$ cat src/rtl/inst_rom_bridge_pkg.sv
// Shared bus widths, state codes and line-buffer payload for the instruction-ROM bridge.
package inst_rom_bridge_pkg;

    localparam int unsigned ADDR_BUS    = 32;
    localparam int unsigned DATA_BUS    = 32;
    localparam int unsigned MEM_SEL_BUS = 4;
    localparam int unsigned BYTE_W      = 8;
    localparam int unsigned TAG_W       = ADDR_BUS - 2;
    localparam int unsigned LANE_W      = 2;
    localparam int unsigned WAIT_W      = 4;

    typedef enum logic [1:0] {
        ROM_BRIDGE_IDLE  = 2'd0,
        ROM_BRIDGE_FETCH = 2'd1,
        ROM_BRIDGE_FILL  = 2'd2
    } rom_bridge_state_e;

    typedef struct packed {
        logic                valid;
        logic [TAG_W-1:0]    tag;
        logic [DATA_BUS-1:0] data;
    } line_buf_t;

    // Word tag of a byte address (drops the byte offset).
    function automatic logic [TAG_W-1:0] word_tag(input logic [ADDR_BUS-1:0] addr);
        return addr[ADDR_BUS-1:2];
    endfunction

endpackage

$ cat src/rtl/inst_rom_bridge.sv
// Instruction-ROM responder: one-word line buffer filled from a byte-wide,
// fixed-latency external ROM; stalls the fetch stage on a miss.
module inst_rom_bridge
    import inst_rom_bridge_pkg::*;
#(
    parameter int unsigned MEM_ADDR_W  = 20,
    parameter int unsigned WAIT_CYCLES = 2
) (
    input  logic                   clk,
    input  logic                   rst,
    input  logic                   rom_en,
    input  logic [MEM_SEL_BUS-1:0] rom_write_en,
    input  logic [ADDR_BUS-1:0]    rom_addr,
    input  logic [DATA_BUS-1:0]    rom_write_data,
    output logic [DATA_BUS-1:0]    rom_read_data,
    output logic                   stall_req,
    output logic                   mem_rd,
    output logic [MEM_ADDR_W-1:0]  mem_addr,
    input  logic [BYTE_W-1:0]      mem_rdata,
    output logic                   bus_err
);

    rom_bridge_state_e   state_q, state_d;
    line_buf_t           buf_q, buf_d;
    logic [TAG_W-1:0]    fetch_tag_q, fetch_tag_d;
    logic [LANE_W-1:0]   byte_idx_q, byte_idx_d;
    logic [WAIT_W-1:0]   wait_cnt_q, wait_cnt_d;
    logic [DATA_BUS-1:0] line_q, line_d;
    logic                bus_err_q, bus_err_d;
    logic                hit_c;
    logic                unused_wdata;

    // The ROM is read-only; write data is never consumed.
    assign unused_wdata = ^rom_write_data;

    assign hit_c         = rom_en & buf_q.valid & (buf_q.tag == word_tag(rom_addr));
    assign rom_read_data = hit_c ? buf_q.data : '0;
    assign stall_req     = rom_en & ~hit_c;
    assign mem_rd        = (state_q == ROM_BRIDGE_FETCH);
    assign mem_addr      = MEM_ADDR_W'({fetch_tag_q, byte_idx_q});
    assign bus_err       = bus_err_q;

    // Next-state logic; assembled bytes only reach the buffer in FILL.
    always_comb begin
        state_d     = state_q;
        buf_d       = buf_q;
        fetch_tag_d = fetch_tag_q;
        byte_idx_d  = byte_idx_q;
        wait_cnt_d  = wait_cnt_q;
        line_d      = line_q;
        bus_err_d   = bus_err_q
                    | (rom_en & ((rom_write_en != '0) | (rom_addr[1:0] != 2'b00)));

        unique case (state_q)
            ROM_BRIDGE_IDLE: begin
                if (rom_en && !hit_c) begin
                    fetch_tag_d = word_tag(rom_addr);
                    byte_idx_d  = '0;
                    wait_cnt_d  = '0;
                    state_d     = ROM_BRIDGE_FETCH;
                end
            end
            ROM_BRIDGE_FETCH: begin
                if (!rom_en) begin
                    buf_d.valid = 1'b0;
                    byte_idx_d  = '0;
                    wait_cnt_d  = '0;
                    state_d     = ROM_BRIDGE_IDLE;
                end else if (wait_cnt_q == WAIT_W'(WAIT_CYCLES)) begin
                    line_d[{byte_idx_q, 3'b000} +: BYTE_W] = mem_rdata;
                    wait_cnt_d = '0;
                    byte_idx_d = byte_idx_q + 2'd1;
                    if (byte_idx_q == 2'd3) begin
                        state_d = ROM_BRIDGE_FILL;
                    end
                end else begin
                    wait_cnt_d = wait_cnt_q + 4'd1;
                end
            end
            ROM_BRIDGE_FILL: begin
                buf_d.valid = 1'b1;
                buf_d.tag   = fetch_tag_q;
                buf_d.data  = line_q;
                state_d     = ROM_BRIDGE_IDLE;
            end
            default: begin
                state_d = ROM_BRIDGE_IDLE;
            end
        endcase
    end

    always_ff @(posedge clk) begin
        if (!rst) begin
            state_q     <= ROM_BRIDGE_IDLE;
            buf_q       <= '0;
            fetch_tag_q <= '0;
            byte_idx_q  <= '0;
            wait_cnt_q  <= '0;
            line_q      <= '0;
            bus_err_q   <= 1'b0;
        end else begin
            state_q     <= state_d;
            buf_q       <= buf_d;
            fetch_tag_q <= fetch_tag_d;
            byte_idx_q  <= byte_idx_d;
            wait_cnt_q  <= wait_cnt_d;
            line_q      <= line_d;
            bus_err_q   <= bus_err_d;
        end
    end

endmodule
$ cat config.mk
export PLATFORM = sky130hd
export DESIGN_NAME = inst_rom_bridge
export DESIGN_NICKNAME = d
export VERILOG_FILES = /design/src/rtl/inst_rom_bridge_pkg.sv /design/src/rtl/inst_rom_bridge.sv
export SDC_FILE = /design/constraint.sdc
export NUM_CORES = 1
export LEC_CHECK = 0
export ABC_AREA = 1
export CELL_PAD_IN_SITES_DETAIL_PLACEMENT = 0
export CELL_PAD_IN_SITES_GLOBAL_PLACEMENT = 1
export CORE_MARGIN = 2
export CORE_UTILIZATION = 30
export DETAILED_ROUTE_END_ITERATION = 6
export PLACE_DENSITY_LB_ADDON = 0.1
export SYNTH_ARGS = -nofsm -noshare
export SYNTH_HDL_FRONTEND = slang
export SYNTH_SLANG_ARGS = --single-unit
$ cat constraint.sdc
create_clock -name clk -period 4.09 [get_ports clk]
set_input_delay 1.227 -clock clk [delete_from_list [all_inputs] [get_ports clk]]
set_output_delay 1.227 -clock clk [all_outputs]
set_load 0.02 [all_outputs]
# Yosys cells after proc, flatten, opt, wreduce, memory -nomap -nowiden
# Index checks and enable logic that the tools add are counted.
# classes
eq_ne	9
bitwise	7
n_addsub	3
n_mux	17
shifts	2
multipliers	0
n_reduce_logical	13
div_mod_pow	0
order_cmp	0
# ops
op	count
32-bit bitwise mux	1
32-bit 2-to-1 mux	1
8-bit by 7-bit variable shift with 32-bit output (first input constant)	1
8-bit by 7-bit variable part select with 32-bit output	1
30-bit == test	1
2-bit 2-to-1 mux	7
4-bit 2-to-1 mux	3
3-bit AND reduction	3
2-bit one-hot mux with 2 select lines	2
4-bit one-hot mux with 2 select lines	1
5-bit negation with 7-bit output	1
3-bit by 2-bit inequality test with 1-bit output (second input constant)	2
2-bit AND reduction	3
2-bit nonzero test	3
4-bit by 1-bit adder with 4-bit output (second input constant)	1
1-bit bitwise AND	4
2-bit == test (second input constant)	2
4-bit by 2-bit == test with 1-bit output (second input constant)	1
2-bit inequality test (second input constant)	2
4-bit nonzero test	1
2-bit by 1-bit adder with 2-bit output (second input constant)	1
2-bit by 1-bit == test with 1-bit output (second input constant)	1
2-bit logical NOT	1
1-bit bitwise OR	2
5 further kinds	5
# totals
mem_count	0
regBits	134
latch_bits	0
word_cells	60
input_bits	79
mem_bits_rw	0
romBits	0
output_inout_bits	55

# Logic depth before layout (Yosys ltp)
# depth
depth_word	6
depth_mapped	14

# Worst setup path before layout
# OpenSTA, ideal clock, no wires.
# synth_timing
path_kind	input to output
from	in rom_addr[6]
to	out rom_read_data[10]
path_buffers	1
required_ps	2863
slack_ps	578
stages	6
arrival_time_ps	2285
cell_sequence	xnor2_1 > nand3_1 > nor4_1 > nand3_2 > buf_6 > nor2_2
# synth_between
elab_chain_cells	3
# synth_lines
item	line	text
start, declared	inst_rom_bridge.sv:13	input logic [ADDR_BUS-1:0] rom_addr,
30-bit == test	inst_rom_bridge.sv:36	assign hit_c = rom_en & buf_q.valid & (buf_q.tag == word_tag(rom_addr));
1-bit bitwise AND	inst_rom_bridge.sv:36	
32-bit 2-to-1 mux	inst_rom_bridge.sv:37	assign rom_read_data = hit_c ? buf_q.data : '0;
end, declared	inst_rom_bridge.sv:15	output logic [DATA_BUS-1:0] rom_read_data,
# No other way between the ends.

# Worst setup path in the final report
# layout_timing
from	in rom_addr[2]
to	out rom_read_data[5]
# The elaborated chain is that of the path after synthesis.

==> results.txt <==
The flow ran to the end, and the final reports show no timing, DRC or antenna violations. The number of cell instances on the worst register-to-register path is 5. The worst-case headroom to the max-slew limit is 0.247. The core outline area is 0.0210 mm^2.

The weighted congestion reported at the end of routability-driven placement is 0.854. The sequential element share of the synthesized area came out at 0.419. The total power density per cell area is 380 mW/mm^2. The number of nets produced by synthesis is 931. The global-route usage over all layers is 0.170.

The largest vdd supply drop came out at 0.292 mV. The final number of max-transition violations came to 0. Setup repair after global routing left no endpoint under its margin. Global routing finished with a remaining overflow of 0. In this run the deepest clock path goes through 2 buffers. For this design, the CTS-stage hold fixing added 0 buffers. The via density per instance came out at roughly 4.6. The tree is rooted in a clkbuf_16. The synthesized netlist occupies a cell area of 0.00640 mm^2. The first detailed-routing pass ran for 5 iterations. The total of endpoints with negative setup slack in the final report is 0. The total CTS buffers is 17. The critical path's slowest cell is nor4_4.

The type of element capturing the critical path is an output port. The post-route worst hold slack is 0.462 ns. The clock sink count came out at 134. The number of cells on the worst hold path is 2. The initial core utilization came out at 0.305.

The estimated wirelength of the detail-placed design is 12400 um. The number of diodes added for antenna fixing is 0. Data arrives at the worst endpoint at 2.78 ns. The number of distinct library cell variants in the gate-level netlist after synthesis is 44. The number of cell rows came out at 53. For this run, the top clock speed supported by timing is around 0.25 GHz. The type of the worst min-delay path is register to register. The smallest clock period supported by the final layout is computed as 4.01 ns.

The count of buffering cells on the critical path with inverters included came out at 5. In the final layout, the share of cells above drive strength 1 is 0.259. The clock skew after layout came out at 0.0143 ns.

The count of nets left with antenna violations once routing finished came out at 0. At the later pin of the worst-skew pair, clock insertion delay measures 0.42 ns. Of all nets on the critical path, the largest fanout is 8. The die outline height came out at 150 um.

The layout overhead on the synthesized area came out at 31.7%. The CTS tree is built. The number of hold-slack violations in the final timing report came out at 0.

The worst setup path is of the primary input to output port kind. The number of instances in the synthesized netlist is 844. The signal on the critical path passes through dlygate4sd2_1, inv_1, nand2_1, nand4_1, nor4_4, nand3_4, buf_12, buf_12, nor2_4, buf_6. The data required time of the critical path is ~2.9 ns. Entering global routing, the biggest net connects 120 pins. The total number of nets in the final design came out at roughly 1000. Fill cells in the final layout number 2214. The total routed wirelength came out at roughly 19000 um. The flip-flop and latch count after synthesis came out at 134. The analysis attributes to cell leakage a power of 3.36 nW. The number of warning messages in the yosys log is 0.

The dominant delay contributor by cell family on the critical path is simple AND/OR/NAND/NOR gates. The horizontal die dimension came out at 150 um. The average wire per cell in the routed design came out at 15.0 um. Dividing the final minimum period by the clock period gives 0.981. At the placement stage, the worst setup path has a slack of -0.709 ns. After clock tree synthesis, the clock-pin slew on the worst setup and hold paths is 0.06 ns. The number of antenna violations at the first check in global routing was 0.

Port buffering added 101 buffers. Each instance of the synthesized netlist takes up on average around 7.6 um^2. Setup slack on the critical path of the routed design comes to 0.0793 ns. The critical path depth in cells is 10. STA classifies the critical path startpoint as a primary input. The largest single stage delay on the critical path is about 0.3 ns. The wire length of the first global-routing pass is 29400 um. For the pin with the worst max-slew slack, the measured transition is 1.13 ns. The total number of vias came out at 5719. The number of levels the H-tree was split into came out at 4.

The remaining routing DRC violations is 0. The die area is 0.0225 mm^2. The number of global-route vias before repair came to 5387. The number of max-capacitance violations reported came out at 0. The first routing iteration left 319 violations. The number of ports placed on the die boundary is 134. The cell repeated most along the worst path is buf_12.
==> area by class of cell <==
type	instances	area [um^2]	area share
repair buffers	147	1290	0.153
clock inverters	14	151	0.0180
clock buffers	18	429	0.0509
flip-flops and latches	134	2680	0.318
well taps	275	344	0.0408
inverters	116	435	0.0517
multi-input cells	530	3090	0.367
==> cells in the mapped netlist, drive strengths merged <==
| cell type | instances | area share |
|---|---|---|
| inv | 112 | 0.066 |
| clkbuf | 30 | 0.018 |
| o21ai | 83 | 0.065 |
| nand4 | 12 | 0.012 |
| o22ai | 2 | 0.0020 |
| or4 | 1 | 0.0012 |
| o211a | 14 | 0.022 |
| o2111a | 1 | 0.0018 |
| a31oi | 1 | 0.00098 |
| xor2 | 1 | 0.0014 |
| buf | 34 | 0.044 |
| nor3 | 5 | 0.0047 |
| nand2 | 132 | 0.088 |
| nor2 | 86 | 0.067 |
| a221oi | 2 | 0.0027 |
| xnor2 | 8 | 0.011 |
| nand3 | 55 | 0.046 |
| dfxtp | 134 | 0.42 |
| clkinv | 4 | 0.0023 |
| and2 | 2 | 0.0020 |
| nor4 | 3 | 0.0039 |
| a21oi | 104 | 0.092 |
| o211ai | 1 | 0.0012 |
| a41oi | 2 | 0.0027 |
| ha | 8 | 0.016 |
| a211oi | 5 | 0.0066 |
| o31ai | 1 | 0.0012 |
| or2 | 1 | 0.00098 |
==> cells by family (layout without fill, tap and decap cells) <==
kind of cell	count (synthesis)	in the layout	share of synthesized area
AOI/OAI and AO/OA	216	216	0.198
xor gates and xnor gates	9	9	0.0123
adders and majority gates	8	8	0.0156
buffers and inverters	180	295	0.130
DFF	134	134	0.419
and+or+nand+nor	297	297	0.225
==> layout by cell type (no fill, tap or decap), drive strengths merged, types with 2 or more instances in the layout <==
cell type and n:
bufinv 2, xnor2 8, a21oi 104, clkbuf 26
clkinvlp 5, a211oi 5, and2 2, o22ai 2
clkinv 7, a221oi 2, ha 8, nor4 3
nor3 5, nand3 55, dlygate4sd2 15, o21ai 83
clkdlybuf4s15 7, a41oi 2, dfxtp 134, o211a 14
nand4 12, inv 116, buf 81, nand2 132
clkdlybuf4s50 36, nor2 86
==> where the power goes <==
group | internal [W] | total, W | switching, W
registers | 0.00133 | 0.00135 | 0.0000229
clock network | 0.000901 | 0.00152 | 0.000616
logic | 0.000130 | 0.000332 | 0.000202
total | 0.00236 | 0.00320 | 0.000841
==> per-layer routing <==
layer  wire length, um  global-route usage  vias up
li1                  -                   -     2932
met1              9410               0.245     2654
met2              8110               0.255      118
met3               834              0.0338       15
met4               209              0.0505        0
met5                 0                   0        -
==> state kept, by name (all words and copies together), names as in the netlist <==
| register | cells |
|---|---|
| buf_q | 63 |
| line_q | 32 |
| fetch_tag_q | 30 |
| wait_cnt_q | 4 |
| byte_idx_q | 2 |
| state_q | 2 |
| bus_err | 1 |
==> per-stage QoR <==
stage,TNS [ns],total power [W],cell area (um^2),cells,utilization
floorplan,0,0.00157,6400,844,-
global placement,-21.86,0.00171,7670,1194,0.366
detailed placement,-22.24,0.00171,7670,1194,0.366
CTS,-0.00258,0.00323,8400,1232,0.401
global route,0,0.00334,8430,1234,0.402
finish,0,0.00320,8430,1234,0.402
==> final timing paths <==
path,start,to,slack [ns]
min,buf_q[31],buf_q[31],0.46
min reg2reg,buf_q[31],buf_q[31],0.46
max,rom_addr[2],rom_read_data[5],0.08
max reg2reg,byte_idx_q[0],line_q[0],1.15
==> worst min-delay path: cells and delay by family, from the launching register on <==
| family | cells | cell delay [ns] |
|---|---|---|
| DFF | 1 | 0.30 |
| AOI/OAI and AO/OA | 1 | 0.06 |
| buffers and inverters | 1 | 0.06 |
==> timing repair <==
action | in CTS | in global routing
setup buffers | 4 | 4
cloned | 2 | 0
gates resized for setup | 214 | 63
setup endpoints to repair | 33 | 32
pin swaps | 6 | 18
No activity file was read; power rests on OpenSTA's default activity.
